`config.mk`:
```
export PLATFORM = sky130hd
export DESIGN_NAME = from_montgomery
export DESIGN_NICKNAME = d
export VERILOG_FILES = /design/src/rtl/mont_pkg.sv /design/src/rtl/mont_cond_sub.sv /design/src/rtl/from_montgomery.sv
export SDC_FILE = /design/constraint.sdc
export NUM_CORES = 1
export LEC_CHECK = 0
export ABC_AREA = 1
export CAP_MARGIN = 40
export CORE_MARGIN = 2
export CORE_UTILIZATION = 33
export DETAILED_ROUTE_END_ITERATION = 10
export PLACE_DENSITY = 0.6
export SKIP_CTS_REPAIR_TIMING = 1
export SYNTH_ARGS = -nofsm -noshare
export SYNTH_HDL_FRONTEND = slang
export SYNTH_SLANG_ARGS = --single-unit
```
`constraint.sdc`:
```
create_clock -name clk -period 1.7 [get_ports clk]
set_input_delay 0.51 -clock clk [delete_from_list [all_inputs] [get_ports clk]]
set_output_delay 0.51 -clock clk [all_outputs]
set_load 0.005 [all_outputs]
```
`src/rtl/mont_pkg.sv`:
```
// Shared definitions for the Montgomery helpers: FSM state encoding and
// width helpers used by both from_montgomery and the R^2 generation logic.
package mont_pkg;

  typedef enum logic [1:0] {
    IDLE    = 2'd0,
    ITER    = 2'd1,
    CORRECT = 2'd2
  } mont_state_e;

  // Accumulator holds T + m*N before each halving, so one bit above 2*DATA_WIDTH.
  function automatic int acc_width(input int data_width);
    return 2 * data_width + 1;
  endfunction

  function automatic int cnt_width(input int data_width);
    return $clog2(data_width + 1);
  endfunction

endpackage

```
`src/rtl/mont_cond_sub.sv`:
```
// Final Montgomery correction: reduces an accumulator known to be < 2N
// into [0, N) with a single conditional subtraction.
module mont_cond_sub
  import mont_pkg::*;
#(
  parameter int DATA_WIDTH = 8
) (
  input  logic [2*DATA_WIDTH:0]  acc,
  input  logic [DATA_WIDTH-1:0]  modulant,
  output logic [DATA_WIDTH-1:0]  reduced
);

  localparam int ACC_W = acc_width(DATA_WIDTH);

  logic [ACC_W-1:0] n_ext;
  logic             ge_n;

  always_comb begin
    n_ext = {{(ACC_W-DATA_WIDTH){1'b0}}, modulant};
    ge_n  = (acc >= n_ext);
    // When acc >= N the true difference is < N, so the low bits alone are exact.
    if (ge_n) begin
      reduced = acc[DATA_WIDTH-1:0] - modulant;
    end else begin
      reduced = acc[DATA_WIDTH-1:0];
    end
  end

endmodule

```
`src/rtl/from_montgomery.sv`:
```
// Converts a Montgomery-domain value T into T*R^-1 mod N by DATA_WIDTH
// serial REDC halvings plus a final conditional subtraction.
// Optional macro FROM_MONT_RANGE_CHECK_EN adds an error output for bad operands.
module from_montgomery
  import mont_pkg::*;
#(
  parameter int DATA_WIDTH = 8
) (
  input  logic                    clk,
  input  logic                    reset,
  input  logic                    start,
  input  logic [DATA_WIDTH-1:0]   modulant,
  input  logic [2*DATA_WIDTH-1:0] a,
  output logic [DATA_WIDTH-1:0]   result,
  output logic                    busy,
  output logic                    done
`ifdef FROM_MONT_RANGE_CHECK_EN
  ,
  output logic                    error
`endif
);

  localparam int ACC_W = acc_width(DATA_WIDTH);
  localparam int CNT_W = cnt_width(DATA_WIDTH);
  localparam logic [CNT_W-1:0] LAST_ITER = CNT_W'(DATA_WIDTH - 1);

  mont_state_e state_q, state_d;
  logic [ACC_W-1:0]      acc_q, acc_d;
  logic [CNT_W-1:0]      cnt_q, cnt_d;
  logic [DATA_WIDTH-1:0] result_q, result_d;
  logic                  busy_q, busy_d;
  logic                  done_q, done_d;

  logic [ACC_W-1:0]      n_ext;
  logic [ACC_W-1:0]      sum;
  logic [DATA_WIDTH-1:0] reduced;

`ifdef FROM_MONT_RANGE_CHECK_EN
  logic error_q, error_d;
  logic pend_err_q, pend_err_d;
  logic bad_operands;
`endif

  mont_cond_sub #(
    .DATA_WIDTH (DATA_WIDTH)
  ) u_cond_sub (
    .acc      (acc_q),
    .modulant (modulant),
    .reduced  (reduced)
  );

  always_comb begin
    state_d  = state_q;
    acc_d    = acc_q;
    cnt_d    = cnt_q;
    result_d = result_q;
    busy_d   = busy_q;
    done_d   = done_q;
    n_ext    = {{(ACC_W-DATA_WIDTH){1'b0}}, modulant};
    sum      = acc_q + (acc_q[0] ? n_ext : '0);
`ifdef FROM_MONT_RANGE_CHECK_EN
    error_d      = error_q;
    pend_err_d   = pend_err_q;
    bad_operands = !modulant[0] || (a >= {modulant, {DATA_WIDTH{1'b0}}});
`endif

    case (state_q)
      IDLE: begin
        if (start) begin
          acc_d   = {1'b0, a};
          cnt_d   = '0;
          done_d  = 1'b0;
          busy_d  = 1'b1;
          state_d = ITER;
`ifdef FROM_MONT_RANGE_CHECK_EN
          error_d    = 1'b0;
          pend_err_d = bad_operands;
          // Bad operands skip the iterations and report on the next edge.
          if (bad_operands) state_d = CORRECT;
`endif
        end
      end
      ITER: begin
        acc_d = sum >> 1;
        cnt_d = cnt_q + 1'b1;
        if (cnt_q == LAST_ITER) state_d = CORRECT;
      end
      CORRECT: begin
        result_d = reduced;
        done_d   = 1'b1;
        busy_d   = 1'b0;
        state_d  = IDLE;
`ifdef FROM_MONT_RANGE_CHECK_EN
        if (pend_err_q) begin
          result_d = '0;
          error_d  = 1'b1;
        end
        pend_err_d = 1'b0;
`endif
      end
      default: state_d = IDLE;
    endcase
  end

  always_ff @(posedge clk or posedge reset) begin
    if (reset) begin
      state_q  <= IDLE;
      acc_q    <= '0;
      cnt_q    <= '0;
      result_q <= '0;
      busy_q   <= 1'b0;
      done_q   <= 1'b0;
    end else begin
      state_q  <= state_d;
      acc_q    <= acc_d;
      cnt_q    <= cnt_d;
      result_q <= result_d;
      busy_q   <= busy_d;
      done_q   <= done_d;
    end
  end

`ifdef FROM_MONT_RANGE_CHECK_EN
  always_ff @(posedge clk or posedge reset) begin
    if (reset) begin
      error_q    <= 1'b0;
      pend_err_q <= 1'b0;
    end else begin
      error_q    <= error_d;
      pend_err_q <= pend_err_d;
    end
  end

  assign error = error_q;
`endif

  assign result = result_q;
  assign busy   = busy_q;
  assign done   = done_q;

endmodule

```
Word-level counts from Yosys, hierarchy flattened
Cells that the tools add are included.
{"block": "word_totals", "reg_bits": 33, "latch_bits": 0, "ramBits": 0, "mem_bits_ro": 0, "input_bits": 27, "word_cells": 34, "memories": 0}
{"block": "op_classes", "add_sub_neg": 3, "multipliers": 0, "div": 0, "n_lt_le_gt_ge": 1, "eq_ne": 5, "n_shift": 0, "n_mux": 13, "bitwise": 0, "reduce_logical": 6}
{"operator": "one-hot mux 17 bit (2 select lines)", "count": 1}
{"operator": "adder 17 x 8 -> 17 bit", "count": 1}
{"operator": ">= comparator 17 x 8 -> 1 bit", "count": 1}
{"operator": "two-way mux 17 bit", "count": 1}
{"operator": "two-way mux 8 bit", "count": 2}
{"operator": "one-hot mux 4 bit (2 select lines)", "count": 1}
{"operator": "subtractor 8 bit", "count": 1}
{"operator": "AND reduction 2 bit", "count": 3}
{"operator": "adder 4 x 1 -> 4 bit (second input constant)", "count": 1}
{"operator": "== test 4 x 3 -> 1 bit (second input constant)", "count": 1}
{"operator": "two-way mux 2 bit", "count": 2}
{"operator": "two-way mux 4 bit", "count": 1}
{"operator": "inequality test 2 bit (second input constant)", "count": 2}
{"operator": "one-hot mux 1 bit (2 select lines)", "count": 2}
{"operator": "one-hot mux 2 bit (2 select lines)", "count": 1}
{"operator": "nonzero test 2 bit", "count": 2}
{"operator": "== test 2 x 1 -> 1 bit (second input constant)", "count": 1}
{"operator": "== test 2 bit (second input constant)", "count": 1}
{"operator": "zero test 2 bit", "count": 1}
{"operator": "two-way mux 1 bit", "count": 2}

Logic depth before layout (Yosys ltp)
{"block": "depth", "word_depth": 3, "mapped_depth": 14}

Hierarchy
A second synthesis with hierarchy kept.
{"block": "hier_totals", "cells_unflattened": 427, "area_unflattened_um2": 2741.4}
{"mod": "from_montgomery", "instances": 1, "cells_each": 304, "area_each_um2": 2079.5, "seq_area_each_um2": 800.8}
{"mod": "mont_cond_sub", "instances": 1, "cells_each": 123, "area_each_um2": 661.9, "seq_area_each_um2": 0.0}

Worst setup path after synthesis
OpenSTA, ideal clock, no wires.
{"block": "synth_timing", "path_type": "reg2reg", "from": "register acc_q[0]", "to": "register result_q[6] (netlist: result[6])", "setup_ps": 117, "t_arrival_ps": 1688, "slack_ps": -105, "path_stages_with_launch": 13, "n_path_buf": 1, "period_less_slack_ps": 1805, "path_cell_list": "dfrtp_1 -> clkbuf_1 -> inv_1 -> ha_1 -> fa_1 -> inv_1 -> nand3_1 -> nand3_1 -> nand2_1 -> nand2_1 -> nand2_1 -> nand3_1 -> nand2_1"}
{"block": "synth_via", "elab_chain_len": 2}
{"element": "start: declaration", "line_no": "from_montgomery.sv:28", "source": "logic [ACC_W-1:0] acc_q, acc_d;"}
{"element": "start signal: assignment", "line_no": "from_montgomery.sv:108", "source": "acc_q <= '0;"}
{"element": "start signal: assignment", "line_no": "from_montgomery.sv:115", "source": "acc_q <= acc_d;"}
{"element": ">= comparator 17 x 8 -> 1 bit / subtractor 8 bit (equally long branches)", "line_no": "mont_cond_sub.sv:20, mont_cond_sub.sv:23"}
{"element": "two-way mux 8 bit (*)", "line_no": "mont_cond_sub.sv:22", "source": "if (ge_n) begin"}
{"element": "end signal: assignment", "line_no": "from_montgomery.sv:117", "source": "result_q <= result_d;"}
{"element": "end: declaration", "line_no": "from_montgomery.sv:30", "source": "logic [DATA_WIDTH-1:0] result_q, result_d;"}
Mark *: on every way between the ends. The rest lies on a longest branch, timed or not.
A chain may end at the register's enable or synchronous reset.

Final worst setup path
{"block": "layout_timing", "from": "register acc_q[0]", "to": "register acc_q[10]"}
{"block": "layout_via", "elab_chain_len": 3}
{"element": "two-way mux 8 bit", "line_no": "from_montgomery.sv:60", "source": "sum = acc_q + (acc_q[0] ? n_ext : '0);"}
{"element": "adder 17 x 8 -> 17 bit (*)", "line_no": "from_montgomery.sv:60"}
{"element": "one-hot mux 17 bit (2 select lines) (*)", "line_no": "from_montgomery.sv:67", "source": "case (state_q)"}
Marks and branches as above.

==> impl_metrics.json <==
{
  "status": "complete, but fails checks",
  "failed_checks": "setup timing",
  "synth.net_count": 440,
  "dominantRegCellSynth": "dfrtp_1",
  "post_route_cells_drive_above_1_share_pct": 30.93,
  "grt_antenna_before_repair": 0,
  "synth.ff_latch_count": 32,
  "worst_skew_pair.late_latency_ns": 0.28,
  "tns_ns": -1.138,
  "detailedPlace.worstSlack_ns": -0.7208,
  "cts_tree": "built",
  "detail_route.iter0.violations": 133,
  "fin_hold_ws_ns": 0.4780,
  "first_global_vias": 2692,
  "n_fill_cell": 764,
  "largest_family_of_logic_cells_by_synthesized_area": "simple AND/OR/NAND/NOR gates",
  "combPwrFrac_pct": 69.2,
  "cts_root_buf": "clkbuf_8",
  "max_freq_ghz": 0.5440,
  "grt_max_degree": 33,
  "num_antenna_cells": 0,
  "internal_power_mw": 3.826,
  "grt.met1_usage_pct": 21.05,
  "power.density_cell_area_mw_per_mm2": 1786,
  "wire_length_of_the_first_global_routing_pass_um": 11980,
  "grt-busiest-layer": "met2",
  "layout.cells.most_common": "nand2_1",
  "fp.dieW_um": 93.06,
  "grt_setup_unrepaired": "yes",
  "globalRouteMet3Util_pct": 2.659,
  "worst_min_path_class": "reg2reg",
  "criticalPathCategory": "reg2reg",
  "grt_remaining_overflow": 0,
  "swShare_pct": 45.42,
  "detail_route.vias_per_cell": 4.756,
  "number_of_endpoints_with_negative_hold_slack_in_the_final_report": 0,
  "post-route-min-period_ns": 1.838,
  "fp.dieArea_mm2": 0.008660,
  "total_leakage_power_nw": 2.010,
  "path_max_fanout": 5,
  "yosysSeqAreaShare_pct": 30.59,
  "worstPathRequired_ns": 1.87,
  "netlist-cell-type-count": 34,
  "final_min_period_over_clock_period_pct": 108.1,
  "postSynthAreaPerCell_um2": 6.643,
  "setup-violations-final": 18,
  "cts.clk_slew.worst_paths_ns": 0.07,
  "maxCapViolations": 0,
  "flow.area_growth_from_synthesis_pct": 49.95,
  "h-tree-depth": 2,
  "timing.critical_path.from_type": "register",
  "synth_compound_area_share_pct": 8.509,
  "pin_count": 37,
  "detail-route-antenna-nets": 0,
  "seq_power_share_pct": 21.9,
  "worst-endpoint-arrival_ns": 2.01,
  "layout.core_utilization_pct": 51.06,
  "mappedNetlistArea_mm2": 0.002618,
  "post_dp_cell_area_mm2": 0.003443,
  "finalWeightedCongestion": 0.9236,
  "synth_adder_area_share_pct": 9.656,
  "timing.final.ws_setup_ns": -0.1383,
  "worst-slew-pin-transition_ns": 0.4323,
  "use_met2_pct": 31.52,
  "placeableCoreArea_mm2": 0.007687,
  "cts_made_buffers": 5,
  "slew_viol_final": 0,
  "synth_xor_xnor_area_share_pct": 1.673,
  "placement_rows": 32,
  "floorplan.initialDensity_pct": 34.05,
  "switching_power_total_mw": 3.183,
  "drt-pass1-iter-count": 4,
  "fin_nets": 530,
  "worst_slew_margin_pct": 71.15,
  "finalInstanceArea_mm2": 0.003925,
  "synth-edff-count": 0,
  "yosysWarningCount": 0,
  "global_route.usage.total_pct": 16.96,
  "finalWirelength_um": 7727,
  "wire_length_per_cell_after_detailed_routing_um": 13.16,
  "synth_async_sr_flop_share_pct": 100.0,
  "die-height_um": 93.06,
  "most-common-layout-cells": "nand2_1, inv_1, buf_4, nand3_1",
  "synth-simple-area-share_pct": 38.81,
  "worst_ir_drop_vdd_mv": 0.5232,
  "post-dp-hpwl_um": 5628,
  "port_buffers": 36,
  "pwr-share-clk_pct": 8.9,
  "crit_path_end_kind": "register",
  "ctsLongestPathBuffers": 2,
  "clock_skew_ns": 0.004512,
  "drc": 0,
  "synth.area.mux_share_pct": 0,
  "postSynthCellCount": 394,
  "cts_num_sinks": 32,
  "route.vias.total": 2792
}
-- critical path, cell delays in order, from the launching register on --
cell and delay [ns]:
dfrtp_2 0.43, buf_4 0.16, nand2_1 0.06, inv_1 0.06, ha_4 0.28, nand2_1 0.07
nor2_1 0.15, nand3_2 0.10, nand2_4 0.11, nand2_1 0.07, nand2_1 0.06, nand2_1 0.05
nand3_1 0.07, nand2_1 0.05
-- synth_stat cells, types with 3 or more instances --
master | n | share of area, %
nand3b_1 | 5 | 1.4
xor2_1 | 3 | 1.0
inv_2 | 5 | 0.72
nor2_2 | 3 | 0.72
inv_1 | 63 | 9.0
nand2_1 | 134 | 19
nor2_1 | 17 | 2.4
ha_1 | 17 | 8.1
buf_2 | 3 | 0.57
o211ai_1 | 5 | 1.4
o21ai_0 | 18 | 3.4
nand4_1 | 4 | 0.96
dfrtp_1 | 32 | 31
nand3_1 | 44 | 8.4
a21oi_1 | 15 | 2.9
-- through the flow --
| stage | total power, mW | instances |
|---|---|---|
| 2_1_floorplan | 3.938 | 394 |
| 3_3_place_gp | 5.435 | 568 |
| 3_5_place_dp | 5.495 | 568 |
| 4_1_cts | 6.149 | 576 |
| 5_1_grt | 7.669 | 587 |
| 6_report | 7.009 | 587 |
-- final timing paths --
kind	from	to	slack, ns	cells past startpoint
worst max-delay path	acc_q[0]	acc_q[10]	-0.14	13
worst min-delay path	result[3]	result[3]	0.48	2
worst max register to register	acc_q[0]	acc_q[10]	-0.14	13
worst min register to register	result[3]	result[3]	0.48	2
max in group asynchronous	reset	acc_q[7]	0.93	3
min in group asynchronous	reset	acc_q[0]	0.58	3
-- per-layer routing --
metal	routed length, µm	share of wire, %
met4	93	1.2
met5	0	0
met3	206	2.7
met1	3406	44
met2	4021	52
-- power groups by stage --
stage	Combinational [mW]	Sequential, mW	Clock [mW]
finish	4.85	1.53	0.623
global route	5.42	1.58	0.667
floorplan	2.53	1.41	0
global placement	3.94	1.49	0
detailed placement	3.99	1.51	0
CTS	4.02	1.49	0.641
-- logic make-up after synthesis --
logic type	count (synthesis)
AO/OA/AOI/OAI	41
buffers and inverters	74
AND/OR/NAND/NOR	223
adder cells (fa/ha/maj)	19
XOR/XNOR	5
flip-flops	32
-- cell type report --
type	count	area, µm²	area share (%)
Clock buffer	6	82.58	2.104
Inverter	69	259.0	6.599
Multi-Input combinational cell	290	1861	47.40
Timing Repair Buffer	86	779.5	19.86
Sequential cell	32	805.8	20.53
Clock inverter	2	10.01	0.2550
Tap cell	102	127.6	3.252
-- sequential cells by signal, summed over array words and instances, names as in the netlist --
| register | flops |
|---|---|
| result | 8 |
| state_q | 2 |
| cnt_q | 4 |
| acc_q | 16 |
| busy | 1 |
| done | 1 |
Note: power is estimated with default switching activity, not from simulation.
